[config.mk]
export PLATFORM = sky130hd
export DESIGN_NAME = match_controller
export DESIGN_NICKNAME = d
export VERILOG_FILES = /design/src/rtl/match_controller.sv
export SDC_FILE = /design/constraint.sdc
export NUM_CORES = 1
export LEC_CHECK = 0
export ABC_AREA = 1
export CAP_MARGIN = 20
export CORE_MARGIN = 2
export CORE_UTILIZATION = 25
export CTS_CLUSTER_DIAMETER = 200
export CTS_CLUSTER_SIZE = 24
export DETAILED_ROUTE_END_ITERATION = 6
export HOLD_SLACK_MARGIN = 0.02
export SLEW_MARGIN = 30
export SYNTH_ARGS = -nofsm -noshare
export SYNTH_HDL_FRONTEND = slang
export SYNTH_SLANG_ARGS = --single-unit
[constraint.sdc]
create_clock -name clk -period 3.3 [get_ports clk]
set_input_delay 0.495 -clock clk [delete_from_list [all_inputs] [get_ports clk]]
set_output_delay 0.495 -clock clk [all_outputs]
set_load 0.01 [all_outputs]
[src/rtl/match_controller.sv]
// Pong match sequencer: serve countdown, miss detection, scoring, pause and
// match-over handling. Every output is registered.
module match_controller #(
   parameter int SCREEN_WIDTH  = 640,
   parameter int SCREEN_HEIGHT = 480,
   parameter int PAD_WIDTH     = 8,
   parameter int PAD_DISTANCE  = 16,
   parameter int PAD_HEIGHT    = 64,
   parameter int WIN_SCORE     = 7,
   parameter int SERVE_TICKS   = 60,
   parameter int POINT_TICKS   = 30
)(
   input  logic       clk,
   input  logic       rst_n,
   input  logic       tick,
   input  logic       start,
   input  logic       pause,
   input  logic [9:0] ball_x,
   input  logic [8:0] ball_y,
   input  logic [9:0] pad_left,
   input  logic [9:0] pad_right,
   output logic       run,
   output logic       serve,
   output logic       serve_dir,
   output logic [3:0] score_left,
   output logic [3:0] score_right,
   output logic [1:0] winner,
   output logic [2:0] state
);

   localparam logic [2:0] S_IDLE   = 3'd0;
   localparam logic [2:0] S_SERVE  = 3'd1;
   localparam logic [2:0] S_PLAY   = 3'd2;
   localparam logic [2:0] S_POINT  = 3'd3;
   localparam logic [2:0] S_PAUSED = 3'd4;
   localparam logic [2:0] S_OVER   = 3'd5;

   // A paddle taller than the playfield is treated as spanning the whole field.
   localparam int SPAN_INT = ((PAD_HEIGHT < SCREEN_HEIGHT) ? PAD_HEIGHT : SCREEN_HEIGHT) - 1;

   localparam logic [10:0] LEFT_LIMIT  = 11'(PAD_DISTANCE + PAD_WIDTH);
   localparam logic [10:0] RIGHT_LIMIT = 11'(SCREEN_WIDTH - PAD_WIDTH - PAD_DISTANCE);
   localparam logic [10:0] PAD_SPAN    = 11'(SPAN_INT);
   localparam logic [7:0]  SERVE_LOAD  = 8'(SERVE_TICKS);
   localparam logic [7:0]  POINT_LOAD  = 8'(POINT_TICKS);
   localparam logic [3:0]  WIN         = 4'(WIN_SCORE);

   logic [2:0] state_reg, state_next;
   logic [7:0] count_reg, count_next;
   logic [3:0] score_left_reg, score_left_next;
   logic [3:0] score_right_reg, score_right_next;
   logic [1:0] winner_reg, winner_next;
   logic       serve_dir_reg, serve_dir_next;
   logic       run_reg, run_next;
   logic       serve_reg, serve_next;
   logic       start_d_reg, pause_d_reg;

   logic        start_rise, pause_rise;
   logic [10:0] bx, by, left_top, left_bot, right_top, right_bot;
   logic        left_miss, right_miss;
   logic [3:0]  left_inc, right_inc;

   assign start_rise = start & ~start_d_reg;
   assign pause_rise = pause & ~pause_d_reg;

   assign bx        = {1'b0, ball_x};
   assign by        = {2'b0, ball_y};
   assign left_top  = {1'b0, pad_left};
   assign left_bot  = left_top + PAD_SPAN;
   assign right_top = {1'b0, pad_right};
   assign right_bot = right_top + PAD_SPAN;

   assign left_miss  = (bx <= LEFT_LIMIT)  && ((by < left_top)  || (by > left_bot));
   assign right_miss = (bx >= RIGHT_LIMIT) && ((by < right_top) || (by > right_bot));

   assign left_inc  = (score_left_reg  == 4'd15) ? 4'd15 : score_left_reg  + 4'd1;
   assign right_inc = (score_right_reg == 4'd15) ? 4'd15 : score_right_reg + 4'd1;

   always_ff @(posedge clk or negedge rst_n) begin
      if (!rst_n) begin
         state_reg       <= S_IDLE;
         count_reg       <= 8'd0;
         score_left_reg  <= 4'd0;
         score_right_reg <= 4'd0;
         winner_reg      <= 2'b00;
         serve_dir_reg   <= 1'b1;
         run_reg         <= 1'b0;
         serve_reg       <= 1'b0;
         start_d_reg     <= 1'b1;
         pause_d_reg     <= 1'b1;
      end else begin
         state_reg       <= state_next;
         count_reg       <= count_next;
         score_left_reg  <= score_left_next;
         score_right_reg <= score_right_next;
         winner_reg      <= winner_next;
         serve_dir_reg   <= serve_dir_next;
         run_reg         <= run_next;
         serve_reg       <= serve_next;
         start_d_reg     <= start;
         pause_d_reg     <= pause;
      end
   end

   always_comb begin
      state_next       = state_reg;
      count_next       = count_reg;
      score_left_next  = score_left_reg;
      score_right_next = score_right_reg;
      winner_next      = winner_reg;
      serve_dir_next   = serve_dir_reg;
      case (state_reg)
         S_IDLE, S_OVER: begin
            if (start_rise) begin
               score_left_next  = 4'd0;
               score_right_next = 4'd0;
               winner_next      = 2'b00;
               serve_dir_next   = 1'b1;
               count_next       = SERVE_LOAD;
               state_next       = S_SERVE;
            end
         end
         S_SERVE: begin
            if (tick) begin
               if (count_reg <= 8'd1) begin
                  count_next = 8'd0;
                  state_next = S_PLAY;
               end else begin
                  count_next = count_reg - 8'd1;
               end
            end
         end
         S_PLAY: begin
            // A pause edge pre-empts any miss evaluated on the same cycle.
            if (pause_rise) begin
               state_next = S_PAUSED;
            end else if (tick && left_miss) begin
               score_right_next = right_inc;
               serve_dir_next   = 1'b0;
               if (right_inc == WIN) begin
                  winner_next = 2'b10;
                  state_next  = S_OVER;
               end else begin
                  count_next = POINT_LOAD;
                  state_next = S_POINT;
               end
            end else if (tick && right_miss) begin
               score_left_next = left_inc;
               serve_dir_next  = 1'b1;
               if (left_inc == WIN) begin
                  winner_next = 2'b01;
                  state_next  = S_OVER;
               end else begin
                  count_next = POINT_LOAD;
                  state_next = S_POINT;
               end
            end
         end
         S_POINT: begin
            if (tick) begin
               if (count_reg <= 8'd1) begin
                  count_next = SERVE_LOAD;
                  state_next = S_SERVE;
               end else begin
                  count_next = count_reg - 8'd1;
               end
            end
         end
         S_PAUSED: begin
            if (pause_rise) state_next = S_PLAY;
         end
         default: state_next = S_IDLE;
      endcase
   end

   always_comb begin
      run_next   = (state_next == S_PLAY);
      serve_next = (state_reg == S_SERVE) && (state_next == S_PLAY);
   end

   assign run         = run_reg;
   assign serve       = serve_reg;
   assign serve_dir   = serve_dir_reg;
   assign score_left  = score_left_reg;
   assign score_right = score_right_reg;
   assign winner      = winner_reg;
   assign state       = state_reg;

endmodule

==> run summary, run 1 <==
Status -> completed
Reg clk slew, reported paths -> 70 ps
Leakage -> 1.975 nW
Maximum VDD drop -> 0.0003075 V
Syn_nets -> 509
Total power -> 1.654 mW
Initial antenna violation count -> 0
Setup CP Type -> primary input to flip-flop
Final HPWL DP -> 6.246 mm
Worst Path Required -> 3500 ps
Antenna viol nets, final -> 0
Area contributors post-synth -> dfrtp_1 20%, ha_1 18%, nand2_1 15%, inv_1 8.5%, nand3_1 5.4%
Root Buffer Master -> clkbuf_16
Die height -> 111.0 µm
Row Count -> 39
Hold Crit Class -> flip-flop to flip-flop
Synth top cells by count -> 118 x nand2_1, 65 x inv_1, 42 x ha_1
Drc violations -> 0
Max Cap Violations -> 0
CTS buffer count -> 3
Final instance area -> 3799 µm²
CP delay by family, top -> simple AND/OR/NAND/NOR gates
Crit start category -> primary input
Yosys top cell area share -> 0.2012
Die Area -> 12310 µm²
Synthesis-to-finish area growth -> 32.81%
Initial Util -> 0.2537
CTS tree -> yes
IO Count -> 60
Share of layout cells above drive strength 1 -> 0.08502
Slowest-stage cell, CP -> clkdlybuf4s50_1
Mapped Cells -> 423
Drt wl/cell -> 11.59 µm
Drt first pass iters -> 4
Die width -> 111.0 µm
Area leader, netlist -> dfrtp_1
DP Cell Count -> 633
Grt total ovfl -> 0
Final slew viol count -> 0
Post-synthesis cell type count -> 37
Clk buf depth -> 2
Final hold slack -> 464.8 ps
Commonest register cell after synthesis -> dfrtp_1
Clock skew -> 6.059 ps
FFs w/ async S/R, synth -> 1.000
WL final -> 7.380 mm
Vias in the first global route -> 2851
Pwr dens -> 435.5 nW/µm²
Rel. slew slack -> 0.6847
Vias per inst -> 4.495
Clock Latency Late Sink -> 260 ps
Achievable frequency -> 0.3306 GHz
Placer's final routability congestion estimate -> 0.8750
Via count -> 2863
Final setup viols -> 0
Critical Path Max Stage Delay -> 480 ps
Detailed Route Iter0 Violations -> 103
Crit path buf inv count -> 4
Fillers -> 1184
Slew @ Worst Pin -> 470.3 ps
Synthesis-stage register bit count -> 26
Pin count of the biggest net entering global routing -> 27
Critical path arrival -> 3220 ps
Nets -> 581
Crit share post-route -> 0.9167
Setup bufs post-CTS -> 0
Post-Layout Cell Count -> 637
Port Buffers -> 59
Max FFs per register -> 8
CP most frequent cell -> nand2_1
Placeable Area -> 11270 µm²
TNS Setup -> 0 ps
Critical path cell sequence -> clkdlybuf4s50_1 -> inv_1 -> ha_1 -> nand4_1 -> nand3_1 -> xor2_1 -> ha_1 -> nand2_1 -> inv_1 -> nand2_1 -> nor3_1 -> a21oi_1 -> a21oi_1 -> nand2_1 -> nand2_2 -> nand3_2 -> nand2_2 -> inv_4 -> nand2_4 -> nand2_1 -> nand2_1
Seq/Total Area, Yosys -> 0.2288
Number of enable flip-flop cells after synthesis -> 0
Maximum fanout along the worst path -> 9
Top-count cell post-synth -> nand2_1
Sink Count -> 26
Final hold viol count -> 0
Ys Warns -> 0
GRT Total Usage -> 0.1208
Number of H-tree levels -> 1
Mean post-synth cell area -> 6.762 µm²
DP Area -> 3686 µm²
Number of buffers inserted by hold repair at cts -> 0
Antenna cell count -> 0
Unrepaired setup endpoints after global routing -> false
Post-synthesis cell area -> 2860 µm²
First-pass GRT wire length -> 12.53 mm
Min Tclk post-route -> 3025 ps
CP endpoint kind -> flip-flop
-- cell families (layout without fill, tap and decap cells) --
| logic type | count (synthesis) | after routing | share of synthesized area |
|---|---|---|---|
| simple gates | 215 | 215 | 0.3316 |
| flops | 26 | 26 | 0.2288 |
| xor+xnor | 19 | 19 | 0.05818 |
| compound gates | 51 | 51 | 0.1024 |
| buf+inv | 70 | 141 | 0.09536 |
| fa+ha+maj | 42 | 42 | 0.1837 |
-- layout by cell type, fill, tap and decap left out, types with 7 or more instances in the layout --
cell,n
a21oi_1,21
nand2_1,118
nand2_2,7
nor2_1,33
clkdlybuf4s50_1,58
buf_4,9
nand3_1,30
o21ai_0,19
inv_1,65
ha_1,42
xor2_1,14
dfrtp_1,23
-- power by group --
group | internal, mW | switching, mW | total (mW)
clock | 0.241 | 0.112 | 0.353
sequential | 0.394 | 0.0698 | 0.464
combinational | 0.353 | 0.485 | 0.837
-- final timing paths --
kind | slack [ps] | depth (start not counted) | from | to
max in group asynchronous | 2380 | 2 | rst_n | start_d_reg$_DFF_PN1_
min in group asynchronous | 600 | 2 | rst_n | score_left[2]$_DFFE_PN0P_
worst min-delay path | 460 | 2 | serve_dir$_DFFE_PN1P_ | serve_dir$_DFFE_PN1P_
worst max register to register | 1290 | 10 | score_right[0]$_DFFE_PN0P_ | count_reg[5]$_DFFE_PN0P_
worst max-delay path | 280 | 21 | pad_right[0] | count_reg[5]$_DFFE_PN0P_
worst min register to register | 460 | 2 | serve_dir$_DFFE_PN1P_ | serve_dir$_DFFE_PN1P_
-- area by class of cell --
class / instances / area, µm² / share of cell area
Multi-Input combinational cell: 327 / 1938 / 0.5102
Clock buffer: 3 / 75.07 / 0.01976
Clock inverter: 1 / 30.03 / 0.007905
Timing Repair Buffer: 68 / 660.6 / 0.1739
Tap cell: 143 / 178.9 / 0.04710
Inverter: 69 / 261.5 / 0.06884
Sequential cell: 26 / 654.4 / 0.1723
-- per-layer routing --
metal / routed length [µm] / track usage
met5: 0 / 0
met4: 95 / 0.02333
met3: 202 / 0.01422
met2: 3575 / 0.2180
met1: 3506 / 0.1557
-- worst min-delay path, delay by kind of cell, from the launching register on --
kind / cells / cell delay, ps
flip-flops: 1 / 370
AND/OR/NAND/NOR: 2 / 100
-- stage by stage --
step / setup WS, ps / utilization
floorplan: 719.5 / -
global placement: 54.96 / 0.3270
detailed placement: -4.701 / 0.3270
CTS: 273.7 / 0.3363
global route: 0.5995 / 0.3370
finish: 275.0 / 0.3370
-- timing repair --
action                                  CTS  global route
gates resized for setup                   0             2
endpoints found under the setup margin    0             1
hold endpoints to repair                  0             0
(Power assumes the default switching activity.)
==> inputs of run 2 (changes only) <==
--- a/config.mk
+++ b/config.mk
@@ -8,7 +8,7 @@
 export ABC_AREA = 1
 export CAP_MARGIN = 20
 export CORE_MARGIN = 2
-export CORE_UTILIZATION = 25
+export CORE_UTILIZATION = 35
 export CTS_CLUSTER_DIAMETER = 200
 export CTS_CLUSTER_SIZE = 24
 export DETAILED_ROUTE_END_ITERATION = 6
==> run summary, run 2 (synthesis gave the netlist of run 1 again) <==
Busiest grt layer -> met2
Met3 usage -> 0.02554
Share of layout cells above drive strength 1 -> 0.08316
Setup CP Type -> primary input to flip-flop
Die Area -> 8911 µm²
Initial antenna violation count -> 0
Root Buffer Master -> clkbuf_8
Grt total ovfl -> 0
CP endpoint kind -> flip-flop
Port Buffers -> 59
Critical path arrival -> 3190 ps
Number of H-tree levels -> 1
Antenna cell count -> 0
Final hold slack -> 467.0 ps
Clock Latency Late Sink -> 280 ps
Antenna viol nets, final -> 0
GRT Total Usage -> 0.1633
Pin count of the biggest net entering global routing -> 27
Vias per inst -> 4.669
Slew @ Worst Pin -> 442.3 ps
Vias in the first global route -> 2700
Critical path cell sequence -> clkdlybuf4s50_1 -> inv_1 -> ha_1 -> nand4_1 -> nand3_1 -> xor2_1 -> ha_1 -> nand2_1 -> inv_1 -> nand2_1 -> nor3b_1 -> nor2_1 -> a21oi_2 -> nand2_1 -> nand3_1 -> nand2_2 -> nand2_4 -> nand2_4 -> nand2_1 -> nand2_1
DP Area -> 3627 µm²
Clock skew -> 13.69 ps
CP most frequent cell -> nand2_1
IO Count -> 60
Nets -> 580
Critical Path Max Stage Delay -> 490 ps
Min Tclk post-route -> 3026 ps
Die height -> 94.40 µm
Slowest-stage cell, CP -> clkdlybuf4s50_1
Clk buf depth -> 2
Row Count -> 32
Commonest non-fill, non-tap cells in the layout -> 118 x nand2_1, 65 x inv_1, 59 x clkdlybuf4s50_1
Synthesis-to-finish area growth -> 29.44%
Reg clk slew, reported paths -> 100 ps
Final hold viol count -> 0
First-pass GRT wire length -> 11.85 mm
Maximum VDD drop -> 0.0002546 V
Sink Count -> 26
Max FFs per register -> 8
Placeable Area -> 7807 µm²
Final instance area -> 3702 µm²
Die width -> 94.40 µm
Drt wl/cell -> 11.36 µm
Hold Crit Class -> flip-flop to flip-flop
M2 GR Usage -> 0.2708
Final slew viol count -> 0
Crit share post-route -> 0.9168
Final HPWL DP -> 5.722 mm
Final setup viols -> 0
Maximum fanout along the worst path -> 9
Achievable frequency -> 0.3305 GHz
Detailed Route Iter0 Violations -> 63
Most common cell after layout, fill and taps aside -> nand2_1
Initial Util -> 0.3663
Crit start category -> primary input
CTS tree -> yes
Drc violations -> 0
Rel. slew slack -> 0.7035
Fillers -> 811
Placer's final routability congestion estimate -> 0.8409
Leakage -> 1.946 nW
Number of buffers inserted by hold repair at cts -> 0
Drt first pass iters -> 4
Met1 usage -> 0.2326
Status -> completed
Pwr dens -> 416.5 nW/µm²
Via count -> 2778
Unrepaired setup endpoints after global routing -> false
WL final -> 6.762 mm
CTS buffer count -> 3
Worst Path Required -> 3460 ps
Max Cap Violations -> 0
[run 2: report_power, final]
group | internal [mW] | switching [mW]
clock network | 0.162 | 0.103
registers | 0.393 | 0.0700
logic | 0.345 | 0.468
total | 0.901 | 0.641
[run 2: what timing repair did]
item,in CTS,in global routing
endpoints found under the setup margin,0,12
resized for setup,0,2
setup buffers,0,0
endpoints found under the hold margin,0,0
[run 2: worst max-delay path, delay by kind of cell]
family          cells  cell delay, ps
compound gates      1             160
simple gates       13            1250
xor+xnor            1             150
buf+inv             3             620
fa+ha+maj           2             490
[run 2: stage by stage]
step                  util  cells  TNS [ps]  setup WS (ps)  power (mW)
finish              0.4742    595         0          274.4       1.542
global route        0.4742    595         0          22.97       1.713
CTS                 0.4737    595         0          230.4       1.563
detailed placement  0.4646    591    -567.4         -71.20       1.285
global placement    0.4646    591         0          16.39       1.280
floorplan                -    423         0          719.5       1.022
[run 2: final timing paths]
check / start / to / slack [ps] / depth (start not counted)
worst max-delay path: pad_left[1] / count_reg[7]$_DFFE_PN0P_ / 270 / 20
worst min-delay path: serve_dir$_DFFE_PN1P_ / serve_dir$_DFFE_PN1P_ / 470 / 2
worst max register to register: score_right[0]$_DFFE_PN0P_ / count_reg[7]$_DFFE_PN0P_ / 1280 / 10
worst min register to register: serve_dir$_DFFE_PN1P_ / serve_dir$_DFFE_PN1P_ / 470 / 2
max in group asynchronous: rst_n / start_d_reg$_DFF_PN1_ / 2410 / 2
min in group asynchronous: rst_n / count_reg[2]$_DFFE_PN0P_ / 580 / 2
[run 2: layer usage]
layer | part of all wire | wire (µm)
met1 | 0.50 | 3395
met2 | 0.45 | 3075
met3 | 0.037 | 253
met4 | 0.0056 | 38
met5 | 0 | 0
[run 2: final cells by class]
type	instances	area (µm²)	share of cell area
Clock buffer	3	41.29	0.01115
Tap cell	102	127.6	0.03447
Multi-Input combinational cell	327	1937	0.5232
Clock inverter	1	30.03	0.008111
Timing Repair Buffer	67	650.6	0.1757
Inverter	69	261.5	0.07063
Sequential cell	26	654.4	0.1767
